[src/rtl/decode_pkg.sv]
// Shared decode definitions: microcode bit indices, ALU/branch enums,
// RV32I opcodes, fill/run/halt state codes and small decode helpers.
package decode_pkg;

    localparam int MC_USE_RS1     = 0;
    localparam int MC_USE_RS2     = 1;
    localparam int MC_ALU_A_RS1   = 2;
    localparam int MC_ALU_A_PC    = 3;
    localparam int MC_JUMP        = 4;
    localparam int MC_BRANCH      = 5;
    localparam int MC_ALU_B_RS2   = 6;
    localparam int MC_ALU_B_IMM_I = 7;
    localparam int MC_ALU_B_IMM_S = 8;
    localparam int MC_IMM_PCREL   = 9;
    localparam int MC_ALU_B_SHAMT = 10;
    localparam int MC_MEM_WRITE   = 11;
    localparam int MC_MEM_ACCESS  = 12;
    localparam int MC_STORE_DATA  = 13;
    localparam int MC_CTRL_FLOW   = 14;
    localparam int MC_MEM_ADDR    = 15;
    localparam int MC_REG_WRITE   = 16;
    localparam int MC_WB_IMM      = 17;
    localparam int MC_WB_ALU      = 18;
    localparam int MC_WB_PC4      = 19;
    localparam int MC_WB_MEM      = 20;
    localparam int MC_SIZE_B      = 21;
    localparam int MC_SIZE_H      = 22;
    localparam int MC_SEXT_B      = 23;
    localparam int MC_SEXT_H      = 24;

    typedef enum logic [3:0] {
        ALU_ADD  = 4'd0,
        ALU_SUB  = 4'd1,
        ALU_SLL  = 4'd2,
        ALU_SLT  = 4'd3,
        ALU_SLTU = 4'd4,
        ALU_XOR  = 4'd5,
        ALU_SRL  = 4'd6,
        ALU_SRA  = 4'd7,
        ALU_OR   = 4'd8,
        ALU_AND  = 4'd9
    } alu_op_e;

    typedef enum logic [2:0] {
        COND_NONE   = 3'd0,
        COND_EQ     = 3'd1,
        COND_NE     = 3'd2,
        COND_LT     = 3'd3,
        COND_GE     = 3'd4,
        COND_LTU    = 3'd5,
        COND_GEU    = 3'd6,
        COND_ALWAYS = 3'd7
    } br_cond_e;

    localparam logic [6:0] OPC_LUI    = 7'b0110111;
    localparam logic [6:0] OPC_AUIPC  = 7'b0010111;
    localparam logic [6:0] OPC_JAL    = 7'b1101111;
    localparam logic [6:0] OPC_JALR   = 7'b1100111;
    localparam logic [6:0] OPC_BRANCH = 7'b1100011;
    localparam logic [6:0] OPC_LOAD   = 7'b0000011;
    localparam logic [6:0] OPC_STORE  = 7'b0100011;
    localparam logic [6:0] OPC_OPIMM  = 7'b0010011;
    localparam logic [6:0] OPC_OP     = 7'b0110011;
    localparam logic [6:0] OPC_FENCE  = 7'b0001111;
    localparam logic [6:0] OPC_SYSTEM = 7'b1110011;

    localparam logic [1:0] ST_FILL = 2'd0;
    localparam logic [1:0] ST_RUN  = 2'd1;
    localparam logic [1:0] ST_HALT = 2'd2;

    // alt is inst[30]; SUB is only meaningful for register-register ops
    function automatic alu_op_e alu_from_funct3(input logic [2:0] funct3,
                                                input logic       alt,
                                                input logic       allow_sub);
        alu_op_e op;
        case (funct3)
            3'b000:  op = (alt && allow_sub) ? ALU_SUB : ALU_ADD;
            3'b001:  op = ALU_SLL;
            3'b010:  op = ALU_SLT;
            3'b011:  op = ALU_SLTU;
            3'b100:  op = ALU_XOR;
            3'b101:  op = alt ? ALU_SRA : ALU_SRL;
            3'b110:  op = ALU_OR;
            3'b111:  op = ALU_AND;
            default: op = ALU_ADD;
        endcase
        return op;
    endfunction

    function automatic logic [31:0] mc_pack(input logic [24:0] flags,
                                            input alu_op_e     alu,
                                            input br_cond_e    cond);
        return {cond, alu, flags};
    endfunction

endpackage

[src/rtl/rv32i_decoder.sv]
// Combinational RV32I decoder: instruction word -> {microcode, illegal}.
// Unsupported encodings and FENCE/SYSTEM decode to an all-zero bubble.
module rv32i_decoder
    import decode_pkg::*;
(
    input  logic [31:0] inst_i,
    output logic [31:0] microcode_o,
    output logic        illegal_o
);

    logic [6:0]  opcode_s;
    logic [2:0]  funct3_s;
    logic [4:0]  rd_s;
    logic        alt_s;
    logic [24:0] flags_s;
    alu_op_e     alu_s;
    br_cond_e    cond_s;
    logic        bad_s;
    logic        unused_bits_s;

    assign opcode_s      = inst_i[6:0];
    assign rd_s          = inst_i[11:7];
    assign funct3_s      = inst_i[14:12];
    assign alt_s         = inst_i[30];
    assign unused_bits_s = ^{inst_i[31], inst_i[29:15]};

    // Per-class control flags, ALU op and branch condition
    always_comb begin
        flags_s = 25'd0;
        alu_s   = ALU_ADD;
        cond_s  = COND_NONE;
        bad_s   = 1'b0;
        case (opcode_s)
            OPC_LUI: begin
                flags_s[MC_REG_WRITE] = 1'b1;
                flags_s[MC_WB_IMM]    = 1'b1;
            end
            OPC_AUIPC: begin
                flags_s[MC_ALU_A_PC]  = 1'b1;
                flags_s[MC_IMM_PCREL] = 1'b1;
                flags_s[MC_REG_WRITE] = 1'b1;
                flags_s[MC_WB_ALU]    = 1'b1;
            end
            OPC_JAL: begin
                flags_s[MC_JUMP]      = 1'b1;
                flags_s[MC_IMM_PCREL] = 1'b1;
                flags_s[MC_CTRL_FLOW] = 1'b1;
                flags_s[MC_REG_WRITE] = 1'b1;
                flags_s[MC_WB_PC4]    = 1'b1;
                cond_s                = COND_ALWAYS;
            end
            OPC_JALR: begin
                flags_s[MC_USE_RS1]     = 1'b1;
                flags_s[MC_ALU_A_RS1]   = 1'b1;
                flags_s[MC_ALU_B_IMM_I] = 1'b1;
                flags_s[MC_CTRL_FLOW]   = 1'b1;
                flags_s[MC_REG_WRITE]   = 1'b1;
                flags_s[MC_WB_PC4]      = 1'b1;
                cond_s                  = COND_ALWAYS;
            end
            OPC_BRANCH: begin
                flags_s[MC_USE_RS1]   = 1'b1;
                flags_s[MC_USE_RS2]   = 1'b1;
                flags_s[MC_BRANCH]    = 1'b1;
                flags_s[MC_IMM_PCREL] = 1'b1;
                flags_s[MC_CTRL_FLOW] = 1'b1;
                case (funct3_s)
                    3'b000:  cond_s = COND_EQ;
                    3'b001:  cond_s = COND_NE;
                    3'b100:  cond_s = COND_LT;
                    3'b101:  cond_s = COND_GE;
                    3'b110:  cond_s = COND_LTU;
                    3'b111:  cond_s = COND_GEU;
                    default: bad_s  = 1'b1;
                endcase
            end
            OPC_LOAD: begin
                flags_s[MC_USE_RS1]     = 1'b1;
                flags_s[MC_ALU_A_RS1]   = 1'b1;
                flags_s[MC_ALU_B_IMM_I] = 1'b1;
                flags_s[MC_MEM_ACCESS]  = 1'b1;
                flags_s[MC_MEM_ADDR]    = 1'b1;
                flags_s[MC_REG_WRITE]   = 1'b1;
                flags_s[MC_WB_MEM]      = 1'b1;
                case (funct3_s)
                    3'b000:  flags_s[MC_SEXT_B] = 1'b1;
                    3'b001:  flags_s[MC_SEXT_H] = 1'b1;
                    3'b010:  bad_s              = 1'b0;
                    3'b100:  flags_s[MC_SIZE_B] = 1'b1;
                    3'b101:  flags_s[MC_SIZE_H] = 1'b1;
                    default: bad_s              = 1'b1;
                endcase
            end
            OPC_STORE: begin
                flags_s[MC_USE_RS1]     = 1'b1;
                flags_s[MC_USE_RS2]     = 1'b1;
                flags_s[MC_ALU_A_RS1]   = 1'b1;
                flags_s[MC_ALU_B_IMM_S] = 1'b1;
                flags_s[MC_MEM_WRITE]   = 1'b1;
                flags_s[MC_MEM_ACCESS]  = 1'b1;
                flags_s[MC_STORE_DATA]  = 1'b1;
                flags_s[MC_MEM_ADDR]    = 1'b1;
                case (funct3_s)
                    3'b000:  flags_s[MC_SIZE_B] = 1'b1;
                    3'b001:  flags_s[MC_SIZE_H] = 1'b1;
                    3'b010:  bad_s              = 1'b0;
                    default: bad_s              = 1'b1;
                endcase
            end
            OPC_OPIMM: begin
                flags_s[MC_USE_RS1]   = 1'b1;
                flags_s[MC_ALU_A_RS1] = 1'b1;
                flags_s[MC_REG_WRITE] = 1'b1;
                flags_s[MC_WB_ALU]    = 1'b1;
                // shifts take a shamt operand instead of the sign-extended I-immediate
                if ((funct3_s == 3'b001) || (funct3_s == 3'b101)) begin
                    flags_s[MC_ALU_B_SHAMT] = 1'b1;
                end else begin
                    flags_s[MC_ALU_B_IMM_I] = 1'b1;
                end
                alu_s = alu_from_funct3(funct3_s, alt_s, 1'b0);
            end
            OPC_OP: begin
                flags_s[MC_USE_RS1]   = 1'b1;
                flags_s[MC_USE_RS2]   = 1'b1;
                flags_s[MC_ALU_A_RS1] = 1'b1;
                flags_s[MC_ALU_B_RS2] = 1'b1;
                flags_s[MC_REG_WRITE] = 1'b1;
                flags_s[MC_WB_ALU]    = 1'b1;
                alu_s = alu_from_funct3(funct3_s, alt_s, 1'b1);
            end
            OPC_FENCE, OPC_SYSTEM: begin
                bad_s = 1'b0;
            end
            default: begin
                bad_s = 1'b1;
            end
        endcase
        // x0 destination must not look like a producer to the hazard logic
        flags_s[MC_REG_WRITE] = flags_s[MC_REG_WRITE] & (rd_s != 5'd0);
    end

    assign microcode_o = bad_s ? 32'd0 : mc_pack(flags_s, alu_s, cond_s);
    assign illegal_o   = bad_s;

endmodule

[src/rtl/inst_decode_unit.sv]
// Fetch-side decode stage: drives imem, registers decoded microcode, and
// emits bubbles during refill. ILLEGAL_HALT_EN adds a sticky HALT on illegal.
module inst_decode_unit
    import decode_pkg::*;
#(
    parameter int RESET_FILL = 2
) (
    input  logic        clk,
    input  logic        rst,
    input  logic [29:0] pc,
    input  logic        squash,
    output logic [29:0] imem_addr,
    input  logic [31:0] imem_data,
    output logic [31:0] microcode_s0,
    output logic [24:0] instruction_data_s0,
    output logic        illegal
);

    localparam int               CNT_W     = $clog2(RESET_FILL + 1);
    localparam logic [CNT_W-1:0] FILL_LOAD = CNT_W'(RESET_FILL);
    localparam logic [CNT_W-1:0] FILL_LAST = CNT_W'(1);

    logic [1:0]       state_q, state_d;
    logic [CNT_W-1:0] fill_cnt_q, fill_cnt_d;
    logic [31:0]      microcode_q, microcode_d;
    logic [24:0]      inst_data_q, inst_data_d;
    logic             illegal_q, illegal_d;
    logic [31:0]      dec_mc_s;
    logic             dec_ill_s;

    rv32i_decoder u_decoder (
        .inst_i      (imem_data),
        .microcode_o (dec_mc_s),
        .illegal_o   (dec_ill_s)
    );

    assign imem_addr = pc;

    // Next-state logic; every path not explicitly decoding yields a bubble
    always_comb begin
        state_d     = state_q;
        fill_cnt_d  = fill_cnt_q;
        microcode_d = 32'd0;
        inst_data_d = 25'd0;
        illegal_d   = 1'b0;
        if (squash && (state_q != ST_HALT)) begin
            state_d    = ST_FILL;
            fill_cnt_d = FILL_LOAD;
        end else begin
            case (state_q)
                ST_FILL: begin
                    fill_cnt_d = fill_cnt_q - FILL_LAST;
                    if (fill_cnt_q == FILL_LAST) begin
                        state_d = ST_RUN;
                    end else begin
                        state_d = ST_FILL;
                    end
                end
                ST_RUN: begin
                    microcode_d = dec_mc_s;
                    inst_data_d = (dec_mc_s == 32'd0) ? 25'd0 : imem_data[31:7];
                    illegal_d   = dec_ill_s;
`ifdef ILLEGAL_HALT_EN
                    if (dec_ill_s) begin
                        state_d = ST_HALT;
                    end else begin
                        state_d = ST_RUN;
                    end
`endif
                end
                ST_HALT: begin
`ifdef ILLEGAL_HALT_EN
                    illegal_d = 1'b1;
`else
                    state_d    = ST_FILL;
                    fill_cnt_d = FILL_LOAD;
`endif
                end
                default: begin
                    state_d    = ST_FILL;
                    fill_cnt_d = FILL_LOAD;
                end
            endcase
        end
    end

    // Stage-s0 registers and FSM state
    always_ff @(posedge clk or posedge rst) begin
        if (rst) begin
            state_q     <= ST_FILL;
            fill_cnt_q  <= FILL_LOAD;
            microcode_q <= 32'd0;
            inst_data_q <= 25'd0;
            illegal_q   <= 1'b0;
        end else begin
            state_q     <= state_d;
            fill_cnt_q  <= fill_cnt_d;
            microcode_q <= microcode_d;
            inst_data_q <= inst_data_d;
            illegal_q   <= illegal_d;
        end
    end

    assign microcode_s0        = microcode_q;
    assign instruction_data_s0 = inst_data_q;
    assign illegal             = illegal_q;

endmodule

[config.mk]
export PLATFORM = sky130hd
export DESIGN_NAME = inst_decode_unit
export DESIGN_NICKNAME = d
export VERILOG_FILES = /design/src/rtl/decode_pkg.sv /design/src/rtl/rv32i_decoder.sv /design/src/rtl/inst_decode_unit.sv
export SDC_FILE = /design/constraint.sdc
export NUM_CORES = 1
export LEC_CHECK = 0
export ABC_AREA = 1
export CAP_MARGIN = 15
export CORE_MARGIN = 5
export CORE_UTILIZATION = 35
export CTS_CLUSTER_SIZE = 28
export DETAILED_ROUTE_END_ITERATION = 6
export PLACE_DENSITY_LB_ADDON = 0.12
export SYNTH_ARGS = -nofsm -noshare
export SYNTH_HDL_FRONTEND = slang
export SYNTH_SLANG_ARGS = --single-unit
export TNS_END_PERCENT = 20
[constraint.sdc]
create_clock -name clk -period 1.8 [get_ports clk]
set_clock_uncertainty 0.2 [all_clocks]
set_input_delay 0.27 -clock clk [delete_from_list [all_inputs] [get_ports clk]]
set_output_delay 0.27 -clock clk [all_outputs]
set_load 0.05 [all_outputs]
==> flow_metrics.env <==
export IMPL_area_delta_synth_final_pct=63.4
export IMPL_synth_top_flop_cell="dfrtp_1"
export IMPL_p_leak_uw=0.00231
export IMPL_r2r_end="microcode_s0[9]$_DFF_PP0_"
export IMPL_fin_area_mm2=0.00453
export IMPL_min_period_ns=1.74
export IMPL_rr_startpoint="state_q[0]$_DFFE_PP0P_"
export IMPL_die_y_um=99.0
export IMPL_grt_max_degree=24
export IMPL_fin_crit_sh_pct=96.5
export IMPL_cpPeakStageDelay_ns=0.23
export IMPL_nets=517
export IMPL_ctsHtreeMaxLevel=3
export IMPL_core_area_mm2=0.00773
export IMPL_postLayoutCoreUtil_pct=58.6
export IMPL_finalHoldViolations=0
export IMPL_critPathKind="in -> reg"
export IMPL_routed_wl_mm=8.22
export IMPL_io_pins=153
export IMPL_peakVddDrop_v=0.000430
export IMPL_wire_per_inst_um=14.7
export IMPL_track_usage_pct=16.9
export IMPL_outcome="finished, final reports clean"
export IMPL_worstPathCellList="clkbuf_2 -> buf_6 -> nand2_2 -> nor2_4 -> nand2_2 -> buf_4 -> buf_4 -> inv_1 -> nor3_4 -> nand2_4 -> nor2_4 -> buf_12 -> a21oi_4"
export IMPL_hold_path_startpoint="imem_data[9]"
export IMPL_cts_buffers=9
export IMPL_cts_root_buffer="clkbuf_8"
export IMPL_antenna_found_initial=0
export IMPL_p_sw_share_pct=23.2
export IMPL_internal_power_uw=2520
export IMPL_cts_sinks=58
export IMPL_io_buffers=92
export IMPL_r2r_cells=5
export IMPL_syn_inst=309
export IMPL_synth_area_mm2=0.00277
export IMPL_yosysMostFrequentCell="nand2_1"
export IMPL_clk_latency_ns=0.33
export IMPL_critPathTopFamily="simple AND/OR/NAND/NOR gates"
export IMPL_reg2reg_slack_ns=0.33
export IMPL_drc_errors=0
export IMPL_crit_slowest_cell="nor3_4"
export IMPL_yosys_warnings=0
export IMPL_cts_buffer_depth=2
export IMPL_synth_top_area_share_pct=51.5
export IMPL_synth_top_cell_by_area="dfrtp_1"
export IMPL_pwr_share_seq_pct=40.8
export IMPL_critPathCapture="instruction_data_s0[3]$_DFF_PP0_"
export IMPL_combPwrFrac_pct=13.3
export IMPL_cp_buffers_inverters=6
export IMPL_p_per_area_mw_per_mm2=725
export IMPL_fill_cells=704
export IMPL_switching_power_uw=762
export IMPL_maxCapViolCount=0
export IMPL_place_gp_congestion=0.910
export IMPL_clk_pin_slew_ns=0.07
export IMPL_routed_via_density=4.57
export IMPL_globalRouteOverflowTotal=0
export IMPL_maxSlewViolCount=0
export IMPL_pwr_share_clk_pct=45.9
export IMPL_first_iter_violations=101
export IMPL_grt_pass1_vias=2713
export IMPL_cp_end_kind="flop"
export IMPL_drive_gt1_share_pct=53.1
export IMPL_postRouteAntennaNets=0
export IMPL_syn_num_nets=375
export IMPL_via_count=2552
export IMPL_cp_required_ns=1.82
export IMPL_synthArstFlopShare_pct=100
export IMPL_synth_top_cells_by_count="58 x nand2_1, 57 x dfrtp_1, 42 x nor2_1"
export IMPL_placed_area_mm2=0.00384
export IMPL_tightestPinTransition_ns=0.301
export IMPL_fmax_ghz=0.576
export IMPL_path_depth=13
export IMPL_min_path_type="in -> reg"
export IMPL_startpoint="imem_data[5]"
export IMPL_yosysSeqAreaShare_pct=52.4
export IMPL_antenna_cells=0
export IMPL_critPathMaxFanout=7
export IMPL_start_util_pct=35.8
export IMPL_grt_pass1_wl_mm=13.0
export IMPL_synth_seq_cells=58
export IMPL_start_kind="input port"
export IMPL_syn_area_per_cell_um2=8.96
export IMPL_synth_edf_count=0
export IMPL_die_w_um=99.0
export IMPL_cp_arrival_ns=1.76
export IMPL_cts_tree="built"
export IMPL_hpwl_mm=5.66
export IMPL_slew_headroom_pct=79.7
export IMPL_firstDrtPassIters=4
export IMPL_ys_types=27
export IMPL_synth_area_top_cells="dfrtp_1 51%, buf_4 8.9%, nand2_1 7.9%, nor2_1 5.7%, a21oi_1 4.0%"
export IMPL_dieArea_mm2=0.00979
export IMPL_setup_viol=0
export IMPL_row_count=32
-- metal layers --
metal  vias to the layer above  share of wire (%)  GRT usage (%)
met5                         -                  0              0
met4                         0                1.7           6.72
met3                        20                7.7           5.45
met2                        88                 49           27.7
met1                      1200                 41           20.6
li1                       1244                  -              -
-- cells in the final DEF (no fill, tap or decap), types with 2 or more instances in the layout --
cell | netlist | routed
buf_4 | 33 | 127
nand4_1 | 3 | 3
clkbuf_2 | 0 | 6
buf_2 | 2 | 2
clkbuf_8 | 0 | 11
nand2_2 | 10 | 14
nor2_4 | 2 | 10
a21oi_4 | 0 | 2
inv_1 | 20 | 15
clkinv_2 | 0 | 2
o21ai_0 | 8 | 6
nand3_1 | 9 | 6
dlymetal6s2s_1 | 0 | 3
a21oi_2 | 10 | 18
nor2_1 | 42 | 33
clkdlybuf4s50_1 | 0 | 21
bufinv_16 | 0 | 3
nor3_1 | 6 | 4
nor2_2 | 4 | 8
o22ai_2 | 0 | 2
a21oi_1 | 22 | 12
inv_2 | 2 | 5
buf_12 | 0 | 4
nand2_1 | 58 | 46
buf_6 | 5 | 7
nor4_1 | 2 | 2
dfrtp_1 | 57 | 57
nand2_4 | 0 | 8
nand3_2 | 0 | 3
-- cell type report --
cell class	instances	area, um^2	area share [%]
flip-flops and latches	58	1450	32.1
repair buffers	171	1430	31.5
multi-input cells	189	1180	26.0
clock buffers	11	151	3.35
well taps	102	128	2.82
clock inverters	5	100	2.21
inverters	22	88.8	1.96
-- flip-flops by register name, summed over array words and instances (netlist names) --
register / flops
microcode_s0: 29
instruction_data_s0: 25
state_q: 1
illegal: 1
fill_cnt_q: 2
-- worst register-to-register path, stage by stage (launching register included) --
cell and delay, ns:
dfrtp_1 0.36, inv_1 0.08, nor2_2 0.25, inv_1 0.16, buf_4 0.20, nor2_1 0.14
-- power groups by stage --
stage                     Clock [uW]  Combinational, uW  Sequential (uW)
after floorplan                    0                334             1380
after global placement             0                363             1360
after detailed placement           0                367             1360
after CTS                       1540                425             1340
after global routing            1600                478             1340
final                           1510                436             1340
-- timing repair --
item / CTS / global route
gates cloned: 4 / 0
endpoints found under the setup margin: 48 / 37
pin swaps: 18 / 18
hold buffers: 0 / 0
resized for setup: 73 / 39
buffers inserted: 14 / 3
-- cells by family (layout without fill, tap and decap cells) --
logic type / Yosys count / after routing / share of synthesized area (%)
adders and majority gates: 1 / 1 / 0.452
and+or+nand+nor: 140 / 143 / 22.5
AOI/OAI and AO/OA: 44 / 44 / 9.58
xor gates and xnor gates: 1 / 1 / 0.316
DFF: 58 / 58 / 52.4
buffers and inverters: 65 / 209 / 14.7
-- how the worst min path moves through the flow --
stage	endpoint	slack, ns	depth (start not counted)
5_1_grt	instruction_data_s0[2]$_DFF_PP0_	0.02	3
4_1_cts	microcode_s0[10]$_DFF_PP0_	0.04	2
6_report	instruction_data_s0[2]$_DFF_PP0_	0.02	3
3_5_place_dp	fill_cnt_q[1]$_DFFE_PP1P_	0.31	2
2_1_floorplan	state_q[0]$_DFFE_PP0P_	0.13	1
3_3_place_gp	fill_cnt_q[1]$_DFFE_PP1P_	0.30	2
-- through the flow --
stage / instances / setup TNS (ns) / setup slack, ns / power (uW) / hold WS (ns)
global route: 558 / -0.188 / -0.0274 / 3420 / 0.0194
global placement: 522 / -42.85 / -0.987 / 1720 / 0.296
finish: 558 / 0 / 0.0630 / 3280 / 0.0236
detailed placement: 522 / -43.84 / -1.05 / 1730 / 0.309
CTS: 555 / 0 / 0.00135 / 3300 / 0.0411
floorplan: 309 / -0.572 / -0.0434 / 1710 / 0.133
(Power assumes the default switching activity.)
